**config.mk**
```make
export PLATFORM = sky130hd
export DESIGN_NAME = lcb_rx_collector
export DESIGN_NICKNAME = d
export VERILOG_FILES = /design/src/rtl/lcb_rx_pkg.sv /design/src/rtl/lcb_rx_chan_buf.sv /design/src/rtl/lcb_rx_collector.sv
export SDC_FILE = /design/constraint.sdc
export NUM_CORES = 1
export LEC_CHECK = 0
export BUFFER_PORTS_ARGS = -buffer_cell sky130_fd_sc_hd__buf_4
export CORE_ASPECT_RATIO = 0.9
export CORE_UTILIZATION = 55
export DETAILED_ROUTE_END_ITERATION = 10
export PLACE_DENSITY_LB_ADDON = 0.2
export SYNTH_ARGS = -nofsm -noshare
export SYNTH_HDL_FRONTEND = slang
export SYNTH_SLANG_ARGS = --single-unit
```
**constraint.sdc**
```tcl
create_clock -name clk -period 14.45 [get_ports clk]
set_input_delay 0.7225 -clock clk [delete_from_list [all_inputs] [get_ports clk]]
set_output_delay 0.7225 -clock clk [all_outputs]
set_load 0.01 [all_outputs]
```
**src/rtl/lcb_rx_pkg.sv**
```systemverilog
// Shared types for the LCB receive collector.
// Byte type, channel-index width helper and drain FSM states.
package lcb_rx_pkg;

   typedef logic [7:0] byte_t;

   localparam int SLOTS = 2;

   typedef enum logic [1:0] {
      IDLE,
      GRANT,
      READ,
      RELEASE
   } drain_state_t;

   function automatic int ch_w(input int n);
      return (n > 1) ? $clog2(n) : 1;
   endfunction

endpackage

```
**src/rtl/lcb_rx_chan_buf.sv**
```systemverilog
// One LCB channel: ping-pong packet slots, overflow and inter-byte timeout.
// Ports: valid_i/data_i/clr_i byte input; rel_i per-slot release; rd_* read
// address; full_o/wr_slot_o slot state; q_o registered read data;
// ovf_o dropped-byte pulse; tmo_o timeout pulse.
module lcb_rx_chan_buf
   import lcb_rx_pkg::*;
#(
   parameter int BYTES   = 4,
   parameter int TIMEOUT = 800,
   localparam int AW = $clog2(BYTES),
   localparam int TW = (TIMEOUT > 0) ? $clog2(TIMEOUT + 1) : 1
) (
   input  logic          clk,
   input  logic          rst,
   input  logic          valid_i,
   input  byte_t         data_i,
   input  logic          clr_i,
   input  logic [1:0]    rel_i,
   input  logic          rd_i,
   input  logic          rd_slot_i,
   input  logic [AW-1:0] rd_idx_i,
   output logic [1:0]    full_o,
   output logic          wr_slot_o,
   output byte_t         q_o,
   output logic          ovf_o,
   output logic          tmo_o
);

   logic [AW-1:0] idx_q, idx_d;
   logic          slot_q, slot_d;
   logic [1:0]    full_q, full_d;
   logic [TW-1:0] cnt_q, cnt_d;
   logic          ovf_q, ovf_d;
   logic          tmo_q, tmo_d;
   logic          we;
   byte_t         q_q;
   byte_t         mem_q [SLOTS][BYTES];

   always_comb begin
      idx_d  = idx_q;
      slot_d = slot_q;
      full_d = full_q & ~rel_i;
      cnt_d  = cnt_q;
      ovf_d  = 1'b0;
      tmo_d  = 1'b0;
      we     = 1'b0;
      if (clr_i) begin
         idx_d = '0;
         cnt_d = '0;
      end else if (valid_i) begin
         cnt_d = '0;
         // full_q, not full_d: a slot released this clock stays closed
         if (full_q[slot_q]) begin
            ovf_d = 1'b1;
         end else begin
            we = 1'b1;
            if (idx_q == AW'(BYTES - 1)) begin
               idx_d          = '0;
               full_d[slot_q] = 1'b1;
               slot_d         = ~slot_q;
            end else begin
               idx_d = idx_q + 1'b1;
            end
         end
      end else if (TIMEOUT != 0 && idx_q != '0
                   && cnt_q != TW'(TIMEOUT)) begin
         cnt_d = cnt_q + 1'b1;
         if (cnt_d == TW'(TIMEOUT)) begin
            idx_d = '0;
            tmo_d = 1'b1;
         end
      end
   end

   always_ff @(posedge clk) begin
      if (rst) begin
         idx_q  <= '0;
         slot_q <= 1'b0;
         full_q <= '0;
         cnt_q  <= '0;
         ovf_q  <= 1'b0;
         tmo_q  <= 1'b0;
         q_q    <= '0;
      end else begin
         idx_q  <= idx_d;
         slot_q <= slot_d;
         full_q <= full_d;
         cnt_q  <= cnt_d;
         ovf_q  <= ovf_d;
         tmo_q  <= tmo_d;
         if (rd_i) q_q <= mem_q[rd_slot_i][rd_idx_i];
      end
   end

   always_ff @(posedge clk) begin
      if (we) mem_q[slot_q][idx_q] <= data_i;
   end

   assign full_o    = full_q;
   assign wr_slot_o = slot_q;
   assign q_o       = q_q;
   assign ovf_o     = ovf_q;
   assign tmo_o     = tmo_q;

endmodule

```
**src/rtl/lcb_rx_collector.sv**
```systemverilog
// N-channel LCB receive collector: per-channel ping-pong packet capture,
// drained round-robin as a channel-tagged byte stream.
// Ports: i_valid/i_data/i_clr per-channel input; i_rd_en burst permit;
// o_strob/o_data/o_ch/o_sop/o_eop/o_busy drain stream; o_ovf sticky drop
// flags; o_tmo timeout pulses.
module lcb_rx_collector
   import lcb_rx_pkg::*;
#(
   parameter int N_CH    = 5,
   parameter int BYTES   = 4,
   parameter int TIMEOUT = 800,
   localparam int CHW = ch_w(N_CH),
   localparam int AW  = $clog2(BYTES)
) (
   input  logic              clk,
   input  logic              rst,
   input  logic [N_CH-1:0]   i_valid,
   input  logic [N_CH*8-1:0] i_data,
   input  logic [N_CH-1:0]   i_clr,
   input  logic              i_rd_en,
   output logic              o_strob,
   output logic [7:0]        o_data,
   output logic [CHW-1:0]    o_ch,
   output logic              o_sop,
   output logic              o_eop,
   output logic              o_busy,
   output logic [N_CH-1:0]   o_ovf,
   output logic [N_CH-1:0]   o_tmo
);

   drain_state_t   state_q;
   logic [CHW-1:0] ptr_q, ch_q, gnt;
   logic           slot_q, dslot;
   logic [AW-1:0]  ridx_q;
   logic           strob_q, sop_q, eop_q, busy_q;
   logic [N_CH-1:0] ovf_q, ovf_w, elig;
   logic [1:0]     full_w  [N_CH];
   logic           wslot_w [N_CH];
   byte_t          q_w     [N_CH];

   for (genvar k = 0; k < N_CH; k++) begin : g_ch
      logic [1:0] rel;
      logic       rd;
      assign rel = (state_q == RELEASE && ch_q == CHW'(k))
                 ? (slot_q ? 2'b10 : 2'b01) : 2'b00;
      assign rd = (state_q == READ) && (ch_q == CHW'(k));
      assign elig[k] = |full_w[k];
      lcb_rx_chan_buf #(
         .BYTES   (BYTES),
         .TIMEOUT (TIMEOUT)
      ) u_buf (
         .clk       (clk),
         .rst       (rst),
         .valid_i   (i_valid[k]),
         .data_i    (i_data[8*k +: 8]),
         .clr_i     (i_clr[k]),
         .rel_i     (rel),
         .rd_i      (rd),
         .rd_slot_i (slot_q),
         .rd_idx_i  (ridx_q),
         .full_o    (full_w[k]),
         .wr_slot_o (wslot_w[k]),
         .q_o       (q_w[k]),
         .ovf_o     (ovf_w[k]),
         .tmo_o     (o_tmo[k])
      );
   end

   // First eligible channel after the round-robin pointer, wrapping.
   always_comb begin
      int  c;
      logic found;
      c     = 0;
      found = 1'b0;
      gnt   = '0;
      for (int i = 1; i <= N_CH; i++) begin
         c = (int'(ptr_q) + i) % N_CH;
         if (!found && elig[c]) begin
            found = 1'b1;
            gnt   = CHW'(c);
         end
      end
   end

   // With both slots full the fill pointer has wrapped onto the older one.
   assign dslot = full_w[gnt][wslot_w[gnt]]
                ? wslot_w[gnt] : ~wslot_w[gnt];

   always_ff @(posedge clk) begin
      if (rst) begin
         state_q <= IDLE;
         ptr_q   <= CHW'(N_CH - 1);
         ch_q    <= '0;
         slot_q  <= 1'b0;
         ridx_q  <= '0;
         strob_q <= 1'b0;
         sop_q   <= 1'b0;
         eop_q   <= 1'b0;
         busy_q  <= 1'b0;
      end else begin
         strob_q <= 1'b0;
         sop_q   <= 1'b0;
         eop_q   <= 1'b0;
         unique case (state_q)
            IDLE: begin
               if (i_rd_en && |elig) begin
                  state_q <= GRANT;
                  busy_q  <= 1'b1;
               end
            end
            GRANT: begin
               ch_q    <= gnt;
               ptr_q   <= gnt;
               slot_q  <= dslot;
               ridx_q  <= '0;
               state_q <= READ;
            end
            READ: begin
               strob_q <= 1'b1;
               sop_q   <= (ridx_q == '0);
               eop_q   <= (ridx_q == AW'(BYTES - 1));
               if (ridx_q == AW'(BYTES - 1)) begin
                  state_q <= RELEASE;
               end else begin
                  ridx_q <= ridx_q + 1'b1;
               end
            end
            RELEASE: begin
               state_q <= IDLE;
               busy_q  <= 1'b0;
            end
         endcase
      end
   end

   always_ff @(posedge clk) begin
      if (rst) ovf_q <= '0;
      else     ovf_q <= ovf_q | ovf_w;
   end

   assign o_strob = strob_q;
   assign o_data  = q_w[ch_q];
   assign o_ch    = ch_q;
   assign o_sop   = sop_q;
   assign o_eop   = eop_q;
   assign o_busy  = busy_q;
   assign o_ovf   = ovf_q;

endmodule
```
[Word level (Yosys, flattened, before mapping)]
Memories as Yosys holds them, arrays and structs flattened. A register that Yosys moved wholly into a read port is not among the register bits.
Index checks and enable logic that the tools add are counted.
Word-level totals
  flip-flop bits (word level): 145
  RAM bits: 320
  bits of input ports: 53
  output and inout port bits: 25
  word-level logic and storage cells: 461
  memories: 5
Memories
  g_ch[0].u_buf.mem_q: depth 2, width 32, rd ports 1, clocked after Yosys merged registers in 1, wr ports 1, RTL line lcb_rx_chan_buf.sv:37  | byte_t mem_q [SLOTS][BYTES];
  g_ch[1].u_buf.mem_q: depth 2, width 32, rd ports 1, clocked after Yosys merged registers in 1, wr ports 1, RTL line lcb_rx_chan_buf.sv:37
  g_ch[2].u_buf.mem_q: depth 2, width 32, rd ports 1, clocked after Yosys merged registers in 1, wr ports 1, RTL line lcb_rx_chan_buf.sv:37
  g_ch[3].u_buf.mem_q: depth 2, width 32, rd ports 1, clocked after Yosys merged registers in 1, wr ports 1, RTL line lcb_rx_chan_buf.sv:37
  g_ch[4].u_buf.mem_q: depth 2, width 32, rd ports 1, clocked after Yosys merged registers in 1, wr ports 1, RTL line lcb_rx_chan_buf.sv:37
Operators by class
  add/sub/neg operators: 16
  divide/modulo/power cells: 5
  $lt $le $gt $ge: 29
  equality and inequality tests: 31
  muxes and demuxes: 185
  bitwise logic cells: 51
  reduce and logical (&&, ||, !) cells: 94
Operator list (number)
  32-bit by 5-bit less-than comparator with 1-bit output, second input constant: 5
  32-bit by 4-bit modulo with 32-bit output, second input constant: 5
  32-bit two-way mux: 5
  8-bit two-way mux: 17
  2-bit two-way mux: 56
  8-bit binary-select mux with 2-bit select: 5
  8-bit demux with 2-bit select: 5
  1-bit two-way mux: 76
  10-bit by 1-bit adder with 10-bit output, second input constant: 5
  10-bit equality test, second input constant: 5
  10-bit inequality test, second input constant: 5
  2-bit nonzero test: 17
  1-bit logical AND: 30
  3-bit OR reduction: 10
  1-bit inverter: 27
  8-bit binary-select mux with 3-bit select: 1
  2-bit OR reduction: 11
  4-bit AND reduction: 5
  4-bit OR reduction: 5
  1-bit binary-select mux with 3-bit select: 6
  3-bit greater-or-equal comparator, second input constant: 6
  2-bit inverter with 3-bit output: 6
  2-bit equality test, second input constant: 8
  3-bit by 1-bit less-than comparator with 1-bit output, second input constant: 5
  other kinds (30): 85

[Depth between registers and ports, before layout]
Gate-level depths: netlist (run 1).
  depth after elaboration: 27
  mapped depth: 20

[Modules after synthesis]
Synthesis (run 1) repeated with hierarchy kept, for this count alone.
Second synthesis, totals
  cells, all modules: 1659
  area total of the unflattened synthesis: 21830.9 um^2
By module, submodules not included
  lcb_rx_chan_buf at g_ch[1].u_buf ...: times used 2, cells an instance 246, area each 3711.1 um^2
  lcb_rx_chan_buf at g_ch[3].u_buf: times used 1, cells an instance 247, area each 3716.1 um^2
  lcb_rx_chan_buf at g_ch[0].u_buf: times used 1, cells an instance 236, area each 3641.0 um^2
  lcb_rx_chan_buf at g_ch[4].u_buf: times used 1, cells an instance 235, area each 3604.7 um^2
  lcb_rx_collector: times used 1, cells an instance 449, area each 3447.1 um^2

[Worst setup path after synthesis (run 1)]
Ideal clock, no wire load.
  kind: register to register
  start point: register ptr_q[0]
  end point: register (tool-made name)
  setup time: 104 ps
  arrival: 4548 ps
  data required time: 14346 ps
  setup slack: 9799 ps
  cell stages (with the launch flop): 20
  period minus slack after synthesis: 4651 ps
  cell sequence: dfxtp_1 -> buf_2 -> inv_1 -> buf_1 -> ha_1 -> ha_1 -> or4b_1 -> a31o_1 -> nand2_1 -> ha_1 -> nor3_1 -> and3b_1 -> o21ai_0 -> a221o_1 -> nand4b_1 -> a211o_1 -> a22oi_2 -> mux2i_1 -> o22ai_2 -> o32ai_1
RTL lines
  from (decl): RTL line lcb_rx_collector.sv:32  | logic [CHW-1:0] ptr_q, ch_q, gnt;
  from (signal assigned): RTL line lcb_rx_collector.sv:92  | ptr_q <= CHW'(N_CH - 1);
  from (signal assigned): RTL line lcb_rx_collector.sv:113  | ptr_q <= gnt;

==> results.md, run 1 <==
- The share of the cycle needed by the critical path after routing is 40.29%.
- Sorting the synthesized cells by area gives the leading types as sky130_fd_sc_hd__edfxtp_1 (46%), sky130_fd_sc_hd__dfxtp_1 (14%), sky130_fd_sc_hd__mux4_2 (8.8%).
- The congestion estimate from routability-driven global placement came to 0.9295.
- Yosys printed 0 warnings.
- Summing the sequential cell areas from Yosys gives 59.80% of the chip area.
- The number of antenna violations at the first check in global routing is 0.
- The critical path class is reg -> reg.
- The kind of end point of the critical path is a flop.
- The post-synthesis instance area is 20,890 um^2.
- Data on the critical path is required at its endpoint by 14,860 ps.
- The total count of hold-check failures in the final report came to 0.
- Clock latency on the worst-skew pair, taken at its later pin, is 570 ps.
- The residual overflow from global routing is 0.
- For this run, the detailed router's first-pass iteration total came to 5.
- The fraction of the mapped netlist area in compound gates is 7.223%.
- The maximum vdd ir drop is 0.1003 mV.
- The fraction of synthesized area in multiplexers is 10.73%.
- The global-route wire length before repair is 72.34 mm.
- The slew of the pin with the lowest slew margin is 1112 ps.
- The number of hold-repair buffers added at the cts stage is 0.
- The critical path data arrival time is 6230 ps.
- Global routing used 23.95% of the available tracks.
- The number of nets in the synthesized netlist is 1,745.
- The H-tree depth reported by CTS is 2.
- Ranked by instance count, the synthesized netlist is headed by sky130_fd_sc_hd__edfxtp_1 (320), sky130_fd_sc_hd__nor2_1 (191), sky130_fd_sc_hd__nand2_1 (152).
- The total inserted antenna cells is 0.
- In the final layout, the share of cells above drive strength 1 is 15.15%.
- In this run the standard cell core region covers 37,300 um^2.
- The fraction of the mapped netlist area in simple logic gates is 13.40%.
- The floorplan step defined a die boundary enclosing 38,770 um^2.
- The pin count of the biggest net entering global routing is 73.
- The cell leakage power is 0.007694 uW.
- The number of buffers and inverters on the critical path is 2.
- The number of distinct library cells after synthesis is 83.
- The CTS tree is yes.
- The quantity of gates resized following cts is 0.
- The leading register cell type out of synthesis is sky130_fd_sc_hd__edfxtp_1.
- The area growth from synthesis to final layout is 11.34%.
- Max-cap violations in this run came to 0.
- Counting I/O delays and the setup requirement, the final critical path takes 5821 ps.
- After clock tree synthesis, the clock-pin slew on the worst setup and hold paths is 70 ps.
- The proportion of register bits with asynchronous set or reset after synthesis is 0%.
- The critical-path cell with the highest stage delay is sky130_fd_sc_hd__dfxtp_1.
- The main combinational cell family by area after synthesis is simple AND/OR/NAND/NOR gates.
- The count of nets left with antenna violations once routing finished came out at 0.
- The routed layout has 13,210 vias.
- The number of vias per cell is 6.006.
- Dividing the detail-routed wire length by the instance count gives 20.63 um.
- The relative slew slack is 25.69%.
- In this run the worst hold path is classified as in -> reg.
- The number of global-route vias before repair is 12,990.
- STA classifies the critical path startpoint as a flop.
- The cell with the most instances after synthesis is sky130_fd_sc_hd__edfxtp_1.
- The cell count after synthesis is 1,633.
- The chip height is 186.9 um.
- The per-instance average area after synthesis is 12.79 um^2.
- The design draws 2727 uW.
- The first routing iteration left 959 violations.
- The total of flip-flops plus latches after synthesis is 464.
- The most numerous cell type found on the critical path is sky130_fd_sc_hd__ha_1.
- Derived from the worst setup path, the maximum achievable clock frequency is 171.8 MHz.
- On the final layout, the worst clock skew is 16.27 ps.
- The count of buffers added on input and output ports is 77.
- After detailed routing, the number of remaining DRC violations is 0.
- Setup repair after global routing left no endpoint under its margin.
- The fraction of the mapped netlist area in adder cells is 3.534%.
- The flow ran to the end, and the final reports show no timing, DRC or antenna violations.
- The count of flip-flops with a built-in enable after synthesis is 320.
- The total of endpoints with negative setup slack in the final report is 0.
- For the final routed database, the setup TNS stands at 0 ps.
- On the worst path, the slowest cell contributes a delay of 850 ps.
- The most area-hungry cell type in the Yosys netlist is sky130_fd_sc_hd__edfxtp_1.
- The number of nets at the end of the flow is 1,791.
- Along the worst path, the maximum fanout reaches 25.
- Once detailed placement completed, the half-perimeter wirelength came to 30.88 mm.
- The final number of max-transition violations is 0.
- In this run the post-CTS setup repair buffer count came out at 0.
- The deepest clock path buffer count is 3.
- The top-level I/O count is 78.
- The tree is rooted in a sky130_fd_sc_hd__clkbuf_16.
- Clock tree synthesis found a total of 464 sinks.
- For this block, the routed nets add up to 45.38 mm of wire.
- The top-area cell type share of the netlist area is 46.00%.
- The cell area power density is 117.2 nW/um^2.
- Of the total synthesized cell area, the portion taken by XOR and XNOR cells is 2.593%.
- The signal on the critical path passes through inv_1, ha_1, ha_1, or4b_1, a31o_1, nand2_1, ha_1, nor3_1, and3b_1, o21ai_0, a221o_1, nand3b_1, a2111oi_0, o22a_1, inv_1, o22ai_2, o32ai_1.
- The die width is 207.4 um.
- Counting the buffers created by CTS gives 46.
- The effective utilization at floorplan is 56.00%.
- The number of standard-cell rows in the floorplan is 67.
- The kind of cell with the highest combined delay along the critical path is compound AO/OA/AOI/OAI gates.
[final timing paths]
| kind | start | endpoint | slack, ps | depth (start not counted) |
|---|---|---|---|---|
| max | ptr_q[1] | flop | 8630 | 17 |
| min | i_clr[0] | g_ch[0].u_buf.idx_q[1] | 360 | 2 |
| max reg2reg | ptr_q[1] | flop | 8630 | 17 |
| min reg2reg | g_ch[2].u_buf.ovf_o | o_ovf[2] | 450 | 2 |
[worst register-to-register path, delay by kind of cell, from the launching register on]
family | cells | cell delay [ps]
buf+inv | 2 | 420
flops | 1 | 850
fa+ha+maj | 3 | 1440
simple gates | 5 | 1290
compound gates | 7 | 1660
[layout by cell type (no fill, tap or decap), types with 32 or more instances in the layout]
cell                        netlist  layout
sky130_fd_sc_hd__dfxtp_1        144     141
sky130_fd_sc_hd__buf_4            8      85
sky130_fd_sc_hd__clkbuf_16        0      47
sky130_fd_sc_hd__inv_1           52      52
sky130_fd_sc_hd__a311oi_1        44      44
sky130_fd_sc_hd__edfxtp_1       320     320
sky130_fd_sc_hd__nor3_1          40      40
sky130_fd_sc_hd__nor2_1         191     191
sky130_fd_sc_hd__ha_1            59      59
sky130_fd_sc_hd__a21oi_1         51      51
sky130_fd_sc_hd__nand2_1        152     152
sky130_fd_sc_hd__mux2i_1         37      37
sky130_fd_sc_hd__mux4_2          82      82
sky130_fd_sc_hd__xor2_1          32      32
[flip-flops by register name, summed over array words and instances (netlist names), 10 cells and up, named ones only]
register,flops
g_ch.u_buf.cnt_q,50
g_ch.u_buf.q_o,40
g_ch.u_buf.mem_q,320
g_ch.u_buf.full_o,10
g_ch.u_buf.idx_q,10
[area by class of cell]
type / instances / area (um^2)
clock buffers: 62 / 1282
clock inverters: 23 / 205.2
fillers: 2823 / 14040
inverters: 53 / 198.9
multi-input cells: 1029 / 7830
flip-flops and latches: 464 / 12500
well taps: 483 / 604.3
repair buffers: 85 / 638.1
[report_power, final]
part / internal [uW] / total, uW / switching, uW
sequential: 1430 / 1440 / 8.74
combinational: 52.0 / 117 / 64.8
clock: 679 / 1170 / 496
[layer usage]
layer / track usage (%) / wire, um
met1: 33.91 / 20180
met2: 38.59 / 21480
met3: 3.274 / 2617
met4: 7.750 / 1095
met5: 0 / 0
[kinds of logic after synthesis]
group,after synthesis
muxes,121
and+or+nand+nor,577
DFF,464
adders and majority gates,59
xor gates and xnor gates,61
buffers and inverters,140
AOI/OAI and AO/OA,211
[through the flow]
| step | hold WS (ps) | area, um^2 | cells | setup WS [ps] | utilization (%) |
|---|---|---|---|---|---|
| after floorplan | 416.1 | 20890 | 1633 | 9799 | - |
| after global placement | 428.5 | 21770 | 2114 | 8903 | 58.36 |
| after detailed placement | 434.0 | 21770 | 2114 | 8800 | 58.36 |
| after CTS | 321.7 | 23260 | 2199 | 8752 | 62.35 |
| after global routing | 342.3 | 23260 | 2199 | 8291 | 62.35 |
| final | 355.6 | 23260 | 2199 | 8629 | 62.35 |
No activity file was read; power rests on OpenSTA's default activity.
==> run 2: changes to the inputs <==
clock period = 5.65 ns   (was 14.45 ns; I/O delays follow)
==> run 2 against run 1 <==
  * Clock skew rose by 2.7 ps
  * Sequential power rose to 2.5 times the previous value
  * Worst hold slack got worse by 320 ps
  * Sequential cell count did not move
  * Sequential share of layout area fell by 1.3 points
  * Core utilization rose by 1.5 points
  * Routed wire length rose by 1.8%
  * Non-clock buffer count rose by 53
  * Total power rose to 2.6 times the previous value
  * Setup slack got worse by 7900 ps
  * Final cell count rose by 2.6%
  * Register-to-register slack got worse by 7900 ps
==> results.md, run 2 (synthesis gave the netlist of run 1 again) <==
- The number of nets still failing antenna checks after routing is 0 (unchanged).
- The number of I/O port buffers is 77 (unchanged).
- The effective utilization at floorplan is 56.00% (unchanged).
- The largest fanout of any net on the critical path is 20 (was 25).
- The number of buffers and inverters on the critical path is 3 (was 2).
- The number of nets at the end of the flow came to 1,845 (was 1,791).
- The die outline area is 38,770 um^2 (unchanged).
- The maximum vdd ir drop is 0.2928 mV (was 0.1003 mV).
- The number of clock sinks seen by CTS came to 464 (unchanged).
- The critical-path cell with the highest stage delay is sky130_fd_sc_hd__or4b_1 (was sky130_fd_sc_hd__dfxtp_1).
- The critical path data arrival time came to 5330 ps (was 6230 ps).
- The slew of the pin with the lowest slew margin was 1143 ps (was 1112 ps).
- The DRC violations left is 0 (unchanged).
- The number of iterations in the first detailed-routing pass is 8 (was 5).
- The critical path class is reg -> reg (unchanged).
- The most flop-heavy register is g_ch.u_buf.mem_q (unchanged).
- The deepest clock path buffer count was 3 (unchanged).
- The relative slew slack is 23.22% (was 25.69%).
- The clock-pin slew on the worst setup and hold paths is 70 ps (about the same).
- The number of antenna violations at the first check in global routing came to 1 (was 0).
- The area of the core is 37,300 um^2 (unchanged).
- Run status: finished clean (unchanged).
- The share of the cycle needed by the critical path after routing is 86.72% (was 40.29%).
- The combinational fraction of design power is 4.6% (was 4.3%).
- The highest metal layer used by the detailed router was met4 (unchanged).
- Most used cells in the layout excluding fill and tap cells: sky130_fd_sc_hd__edfxtp_1 (320), sky130_fd_sc_hd__nor2_1 (191), sky130_fd_sc_hd__nand2_1 (152) (unchanged).
- The CTS buffer count is 47 (was 46).
- The root cell of the clock tree was sky130_fd_sc_hd__clkbuf_16 (unchanged).
- The flip-flop count of the largest register after layout is 320 (unchanged).
- The number of vias per cell is 5.911 (was 6.006).
- The worst hold path class is in -> reg (unchanged).
- The pin count of the biggest net entering global routing came to 52 (was 73).
- The residual overflow from global routing is 0 (unchanged).
- The worst endpoint required time is 6080 ps (was 14,860 ps).
- The largest stage delay on the critical path was 550 ps (was 850 ps).
- The placed wire-length estimate after detailed placement is 31.16 mm (was 30.88 mm).
- The count of non-filler cells in the finished layout came to 2,256 (was 2,199).
- The CTS tree is yes (unchanged).
- The die width was 207.4 um (unchanged).
- The reported net switching power is 1494 uW (was 569.6 uW).
- The number of fill cells is 2,706 (was 2,823).
- The clock network fraction of total power was 43.4% (was 43.1%).
- The quantity of gates resized following cts is 0 (unchanged).
- The routed length on met3 is 2.857 mm (was 2.617 mm).
- The global-route wire length before repair is 73.10 mm (was 72.34 mm).
- The net switching fraction of the power is 21.15% (was 20.89%).
- The chip height is 186.9 um (unchanged).
- The internal power is 5570 uW (was 2157 uW).
- The number of vias in the routed layout is 13,340 (was 13,210).
- The max-capacitance violation count was 0 (unchanged).
- The final estimated routing congestion in global placement was 0.9121 (was 0.9295).
- The H-tree depth reported by CTS is 2 (unchanged).
- The wire length on met1 was 20.58 mm (was 20.18 mm).
- The top-level I/O count is 78 (unchanged).
- The share of total power in sequential cells was 51.9% (was 52.6%).
- The total area of sequential cells is 12,500 um^2 (unchanged).
- The final number of max-transition violations is 0 (unchanged).
- The number of standard-cell rows in the floorplan is 67 (unchanged).
- The final critical path time including I/O delays and setup came to 4900 ps (was 5821 ps).
- The share of layout cells above drive strength 1 is 15.24% (was 15.15%).
- The area growth from synthesis to final layout is 14.03% (was 11.34%).
- The kind of end point of the critical path is a flop (unchanged).
- The sum of met2 wire segment lengths after detailed routing came to 21.74 mm (was 21.48 mm).
- The total count of hold-check failures in the final report is 0 (unchanged).
- The cell area power density is 296.5 nW/um^2 (was 117.2 nW/um^2).
- The total of endpoints with negative setup slack in the final report is 0 (unchanged).
- The post-CTS setup repair buffer count is 0 (unchanged).
- The most frequent standard cell in the layout excluding fill and tap cells was sky130_fd_sc_hd__edfxtp_1 (unchanged).
- The clock insertion delay at the later pin of the skew report came to 580 ps (was 570 ps).
- The most repeated library cell on the critical path is sky130_fd_sc_hd__ha_1 (unchanged).
- The number of hold-repair buffers added at the cts stage came to 46 (was 0).
- The initial DRC count came to 1,061 (was 959).
- The final setup skew was 19.01 ps (was 16.27 ps).
- The final wirelength is 46.19 mm (was 45.38 mm).
- The detail-routed net length per standard cell was 20.48 um (was 20.63 um).
- CP Cell Sequence: buf_4, inv_1, ha_1, ha_1, or4b_1, a31o_1, nand2_1, ha_1, nor3_1, and3b_1, o21ai_0, a221o_1, nand3b_1, a2111oi_0, o22a_1, inv_1, o22ai_2, o32ai_1 (was inv_1, ha_1, ha_1, or4b_1, a31o_1, nand2_1, ha_1, nor3_1, and3b_1, o21ai_0, a221o_1, nand3b_1, a2111oi_0, o22a_1, inv_1, o22ai_2, o32ai_1).
- The cell leakage power was 0.007956 uW (was 0.007694 uW).
- The number of global-route vias before repair is 13,270 (was 12,990).
- The total area of multi-input combinational cells is 7830 um^2 (unchanged).
- The total negative setup slack is 0 ps (unchanged).
- The placed instance count was 2,121 (was 2,114).
- The maximum achievable frequency came to 204.1 MHz (was 171.8 MHz).
- Unrepaired setup endpoints after global routing: false (unchanged).
- The family with the most delay on the worst path is compound AO/OA/AOI/OAI gates (unchanged).
- The global router's overall resource usage came to 24.36% (was 23.95%).
- The startpoint kind of the worst setup timing path is a flop (unchanged).
[run 2: cell types whose count changed in the layout (fill, tap and decap cells not counted), moves of 2 or more]
cell	previous run	this run
sky130_fd_sc_hd__dlygate4sd3_1	0	46
sky130_fd_sc_hd__buf_4	85	92
sky130_fd_sc_hd__clkbuf_1	10	16
sky130_fd_sc_hd__clkinv_1	7	1
sky130_fd_sc_hd__clkinv_4	0	6
sky130_fd_sc_hd__clkinvlp_4	4	1
sky130_fd_sc_hd__clkbuf_8	5	3
sky130_fd_sc_hd__clkinvlp_2	2	0
[run 2: area by class of cell]
cell class | count | share of cell area (%)
Inverter | 53 | 0.8351
Antenna cell | 1 | 0.01050
Tap cell | 483 | 2.537
Sequential cell | 464 | 52.47
Multi-Input combinational cell | 1029 | 32.87
Clock buffer | 67 | 5.467
Clock inverter | 21 | 0.9769
Timing Repair Buffer | 138 | 4.832
[run 2: final timing paths]
kind | startpoint | end | slack, ps | cells past startpoint
setup / recovery | ptr_q[1] | slot_q | 750 | 18
hold / removal | i_valid[2] | g_ch[2].u_buf.ovf_o | 40 | 3
setup reg to reg | ptr_q[1] | slot_q | 750 | 18
hold reg to reg | g_ch[2].u_buf.ovf_o | o_ovf[2] | 440 | 2
[run 2: power groups by stage]
stage / clock network (uW) / logic [uW] / registers [uW]
3_5_place_dp: 0 / 300 / 3740
2_1_floorplan: 0 / 201 / 3730
5_1_grt: 3260 / 355 / 3670
4_1_cts: 3130 / 328 / 3670
6_report: 3070 / 326 / 3670
3_3_place_gp: 0 / 293 / 3740
[run 2: layer usage]
layer | track usage, % | up-vias
met5 | 0 | -
met1 | 33.68 | 6578
met2 | 39.12 | 365
met4 | 7.463 | 0
met3 | 4.886 | 76
li1 | - | 6317
[run 2: through the flow]
stage	hold slack [ps]	utilization (%)	setup slack, ps	power, uW	instance area, um^2
final	37.93	63.86	750.4	7064	23820
after global routing	34.48	63.85	345.0	7282	23820
after CTS	16.36	63.85	802.1	7131	23820
after detailed placement	434.2	58.50	833.4	4043	21820
after global placement	424.4	58.50	981.0	4036	21820
after floorplan	360.7	-	998.5	3930	20890
[run 2: worst min-delay path: cells and delay by family]
family	cells	cell delay, ps
AND/OR/NAND/NOR	2	150
buffers and inverters	1	130
==> run 3: changes to the inputs <==
RECOVER_POWER = 25   (was not set)
SYNTH_HIERARCHICAL = 1   (was not set)
==> run 3 against run 2 <==
  * The run now ends with capacitance limit, slew limit left
  * Routed wire length up 2.0%
  * Critical path depth rose by 1
  * Sequential power grew 3%
  * Area after synthesis up 4.5%
  * Combinational power grew to 11 times the previous value
  * Sequential share of layout area fell by 1.8 points
  * Critical path type unchanged
  * Largest cell class unchanged
==> results.md, run 3 <==
- Run status: complete, but fails checks (was finished clean).
- The checks that failed: capacitance limit, slew limit.
- The worst reg2reg path startpoint is ptr_q[0] (was ptr_q[1]).
- The proportion of synthesized chip area in sequential cells is 57.13% (was 59.80%).
- The residual overflow from global routing is 0 (unchanged).
- The family with the most delay on the worst path is compound AO/OA/AOI/OAI gates (unchanged).
- The cell leakage power is 0.008178 uW (was 0.007956 uW).
- Most frequent cells after synthesis: sky130_fd_sc_hd__edfxtp_1 (320), sky130_fd_sc_hd__nor2_1 (170), sky130_fd_sc_hd__dfxtp_1 (143) (was sky130_fd_sc_hd__edfxtp_1 (320), sky130_fd_sc_hd__nor2_1 (191), sky130_fd_sc_hd__nand2_1 (152)).
- The critical path data arrival time is 5530 ps (was 5330 ps).
- The DRC violations left was 0 (unchanged).
- The worst min-delay path endpoint is g_ch[1].u_buf/ovf_o (was g_ch[2].u_buf.ovf_o).
- The global router's overall resource usage was 23.85% (was 24.36%).
- The number of standard-cell rows in the floorplan is 68 (was 67).
- The largest stage delay on the critical path is 710 ps (was 550 ps).
- The total negative setup slack is 0 ps (unchanged).
- The final number of max-transition violations is 66 (was 0).
- The die width is 212.0 um (was 207.4 um).
- The worst hold path class is in -> reg (unchanged).
- The kind of end point of the critical path was a flop (unchanged).
- The most flop-heavy register is g_ch.u_buf/mem_q (was g_ch.u_buf.mem_q).
- The pin count of the biggest net entering global routing came to 66 (was 52).
- The number of global-route vias before repair is 13,390 (was 13,270).
- The register-to-register path setup slack is 460 ps (was 750 ps).
- The leading register cell type out of synthesis is sky130_fd_sc_hd__edfxtp_1 (unchanged).
- The top-area cell type share of the netlist area is 44.02% (was 46.00%).
- The top-level I/O count was 78 (unchanged).
- The cell count after synthesis is 1,659 (was 1,633).
- The number of buffers and inverters on the critical path is 2 (was 3).
- The most frequent standard cell in the layout excluding fill and tap cells is sky130_fd_sc_hd__edfxtp_1 (unchanged).
- The final critical path time including I/O delays and setup was 5191 ps (was 4900 ps).
- The routed length on met3 came to 2.429 mm (was 2.857 mm).
- The maximum achievable frequency is 192.6 MHz (was 204.1 MHz).
- The share of the cycle needed by the critical path after routing is 91.88% (was 86.72%).
- The most repeated library cell on the critical path is sky130_fd_sc_hd__ha_1 (unchanged).
- The count of flip-flops with a built-in enable after synthesis is 320 (unchanged).
- The CTS buffer count came to 46 (was 47).
- The total of flip-flops plus latches after synthesis is 463 (was 464).
- The yosys synthesis warning count is 6 (was 0).
- The slew of the pin with the lowest slew margin came to 3197 ps (was 1143 ps).
- The post-synthesis instance area came to 21,830 um^2 (was 20,890 um^2).
- The area of the core came to 38,710 um^2 (was 37,300 um^2).
- The area growth from synthesis to final layout is 12.82% (was 14.03%).
- The maximum vdd ir drop was 0.4058 mV (was 0.2928 mV).
- The global-route wire length before repair is 73.94 mm (was 73.10 mm).
- Ranking of synthesized cells by area: sky130_fd_sc_hd__edfxtp_1 (44%), sky130_fd_sc_hd__dfxtp_1 (13%), sky130_fd_sc_hd__mux4_2 (9.2%) (was sky130_fd_sc_hd__edfxtp_1 (46%), sky130_fd_sc_hd__dfxtp_1 (14%), sky130_fd_sc_hd__mux4_2 (8.8%)).
- The number of nets at the end of the flow is 1,876 (was 1,845).
- The total of endpoints with negative setup slack in the final report is 0 (unchanged).
- The placed instance count came to 2,188 (was 2,121).
- The hold-critical path depth is 3 (unchanged).
- The cell area power density is 415.2 nW/um^2 (was 296.5 nW/um^2).
- The final setup skew is 20.96 ps (was 19.01 ps).
- The detail-routed net length per standard cell was 20.29 um (was 20.48 um).
- The share of layout cells above drive strength 1 was 16.64% (was 15.24%).
- The die outline area is 40,490 um^2 (was 38,770 um^2).
- The post-CTS setup repair buffer count is 0 (unchanged).
- The placed wire-length estimate after detailed placement came to 31.40 mm (was 31.16 mm).
- The number of vias in the routed layout was 13,680 (was 13,340).
- The quantity of gates resized following cts is 0 (unchanged).
- The number of fill cells is 2,962 (was 2,706).
- The number of vias per cell is 5.892 (was 5.911).
- The wire length on met1 is 21.82 mm (was 20.58 mm).
- The CTS tree is yes (unchanged).
- The end of the worst register-to-register path is slot_q (unchanged).
- The number of cell instances on the worst register-to-register path is 19 (was 18).
- The worst endpoint required time is 5990 ps (was 6080 ps).
- The number of clock sinks seen by CTS is 463 (was 464).
- The clock insertion delay at the later pin of the skew report is 600 ps (was 580 ps).
- The number of hold-repair buffers added at the cts stage is 48 (was 46).
- Unrepaired setup endpoints after global routing: false (unchanged).
- The critical path class is reg -> reg (unchanged).
- The final estimated routing congestion in global placement is 0.9369 (was 0.9121).
- The worst setup path startpoint is ptr_q[0] (was ptr_q[1]).
- The critical-path cell with the highest stage delay is sky130_fd_sc_hd__dfxtp_2 (was sky130_fd_sc_hd__or4b_1).
- The highest metal layer used by the detailed router is met4 (unchanged).
- The H-tree depth reported by CTS is 2 (unchanged).
- The number of distinct library cells after synthesis is 109 (was 83).
- The number of nets still failing antenna checks after routing was 0 (unchanged).
- The max-capacitance violation count was 1 (was 0).
- The clock-pin slew on the worst setup and hold paths is 60 ps (was 70 ps).
- The number of antenna violations at the first check in global routing is 0 (was 1).
- The number of iterations in the first detailed-routing pass came to 5 (was 8).
- The number of nets in the synthesized netlist is 1,776 (was 1,745).
- The effective utilization at floorplan is 56.39% (was 56.00%).
- The final wirelength came to 47.12 mm (was 46.19 mm).
- CP Cell Sequence: ha_1, xnor2_4, inv_2, ha_1, nor4b_4, nor3_2, xnor2_2, ha_1, nand2b_1, a21boi_4, a211oi_2, a211oi_1, o32a_1, nor4b_4, buf_4, o21ai_2, and3_1, a221oi_1, o32ai_1 (was buf_4, inv_1, ha_1, ha_1, or4b_1, a31o_1, nand2_1, ha_1, nor3_1, and3b_1, o21ai_0, a221o_1, nand3b_1, a2111oi_0, o22a_1, inv_1, o22ai_2, o32ai_1).
- The initial DRC count came to 1,105 (was 1,061).
- The cell with the most instances after synthesis was sky130_fd_sc_hd__edfxtp_1 (unchanged).
- The most area-hungry cell type in the Yosys netlist is sky130_fd_sc_hd__edfxtp_1 (unchanged).
- The count of non-filler cells in the finished layout is 2,322 (was 2,256).
- The relative slew slack is -113.2% (was 23.22%).
- The root cell of the clock tree was sky130_fd_sc_hd__clkbuf_16 (unchanged).
- The flip-flop count of the largest register after layout was 320 (unchanged).
- The sum of met2 wire segment lengths after detailed routing is 21.67 mm (was 21.74 mm).
- The largest fanout of any net on the critical path is 25 (was 20).
- Most used cells in the layout excluding fill and tap cells: sky130_fd_sc_hd__edfxtp_1 (320), sky130_fd_sc_hd__nor2_1 (170), sky130_fd_sc_hd__dfxtp_1 (139) (was sky130_fd_sc_hd__edfxtp_1 (320), sky130_fd_sc_hd__nor2_1 (191), sky130_fd_sc_hd__nand2_1 (152)).
- The startpoint kind of the worst setup timing path is a flop (unchanged).
- The startpoint of the tightest hold check path was i_valid[1] (was i_valid[2]).
- The chip height is 191.0 um (was 186.9 um).
- The per-instance average area after synthesis was 13.16 um^2 (was 12.79 um^2).
- The total inserted antenna cells was 0 (was 1).
- The deepest clock path buffer count is 3 (unchanged).
- The proportion of register bits with asynchronous set or reset after synthesis is 0% (unchanged).
- The number of I/O port buffers is 77 (unchanged).
- The total count of hold-check failures in the final report is 0 (unchanged).
-- run 3: cell types whose count changed in the layout (fill, tap and decap cells not counted), sizes merged, moves of 13 or more --
cell	before	now
a211oi	10	52
a311oi	44	0
and2	24	40
buf	92	61
clkbuf	67	98
inv	57	76
mux2i	38	58
nand2	152	83
nor2	192	170
o21ai	20	33
-- run 3: cell families (layout without fill, tap and decap cells) --
group	Yosys count	in the layout	share of synthesized area [%]
AO/OA/AOI/OAI	241	241	8.414
XOR/XNOR	62	62	2.642
adder cells (fa/ha/maj)	64	64	3.668
buffers and inverters	161	299	3.238
flip-flops	463	463	57.13
multiplexers	150	150	12.01
AND/OR/NAND/NOR	518	518	12.90
-- run 3: layout make-up --
type	instances	area (um^2)	share of cell area (%)
flip-flops and latches	463	12480	50.68
multi-input cells	1035	8657	35.15
clock buffers	67	1305	5.298
repair buffers	140	1055	4.282
well taps	525	656.9	2.667
inverters	73	274.0	1.113
clock inverters	19	200.2	0.8128
-- run 3: worst max-delay path by stage --
stage              to  cells after the start
2_1_floorplan  slot_q                     20
3_3_place_gp   slot_q                     18
3_5_place_dp   slot_q                     19
4_1_cts        slot_q                     19
5_1_grt        slot_q                     19
6_report       slot_q                     19
-- run 3: report_power, final --
part	switching (uW)	internal, uW
Clock	1300	1720
Combinational	2010	1430
Sequential	110	3670
-- run 3: per-stage QoR --
step	total power (uW)	cell area (um^2)	hold WS [ps]	worst slack [ps]	util [%]
after CTS	10220	24750	77.17	594.5	63.92
final	10230	24630	105.8	458.5	63.62
after global placement	7125	22760	427.6	810.0	58.79
after detailed placement	7164	22760	444.1	667.8	58.79
after floorplan	6435	21830	352.2	866.2	-
after global routing	10690	24630	123.0	209.7	63.62
-- run 3: routing by layer --
layer | global-route usage (%) | vias to the layer above
li1 | - | 6476
met1 | 34.29 | 6794
met2 | 37.26 | 340
met3 | 3.565 | 72
met4 | 7.915 | 0
met5 | 0 | -
-- run 3: worst min-delay path, cell delays in order --
cell and delay (ps):
sky130_fd_sc_hd__buf_4 130, sky130_fd_sc_hd__nand2b_1 130, sky130_fd_sc_hd__nor3_1 90
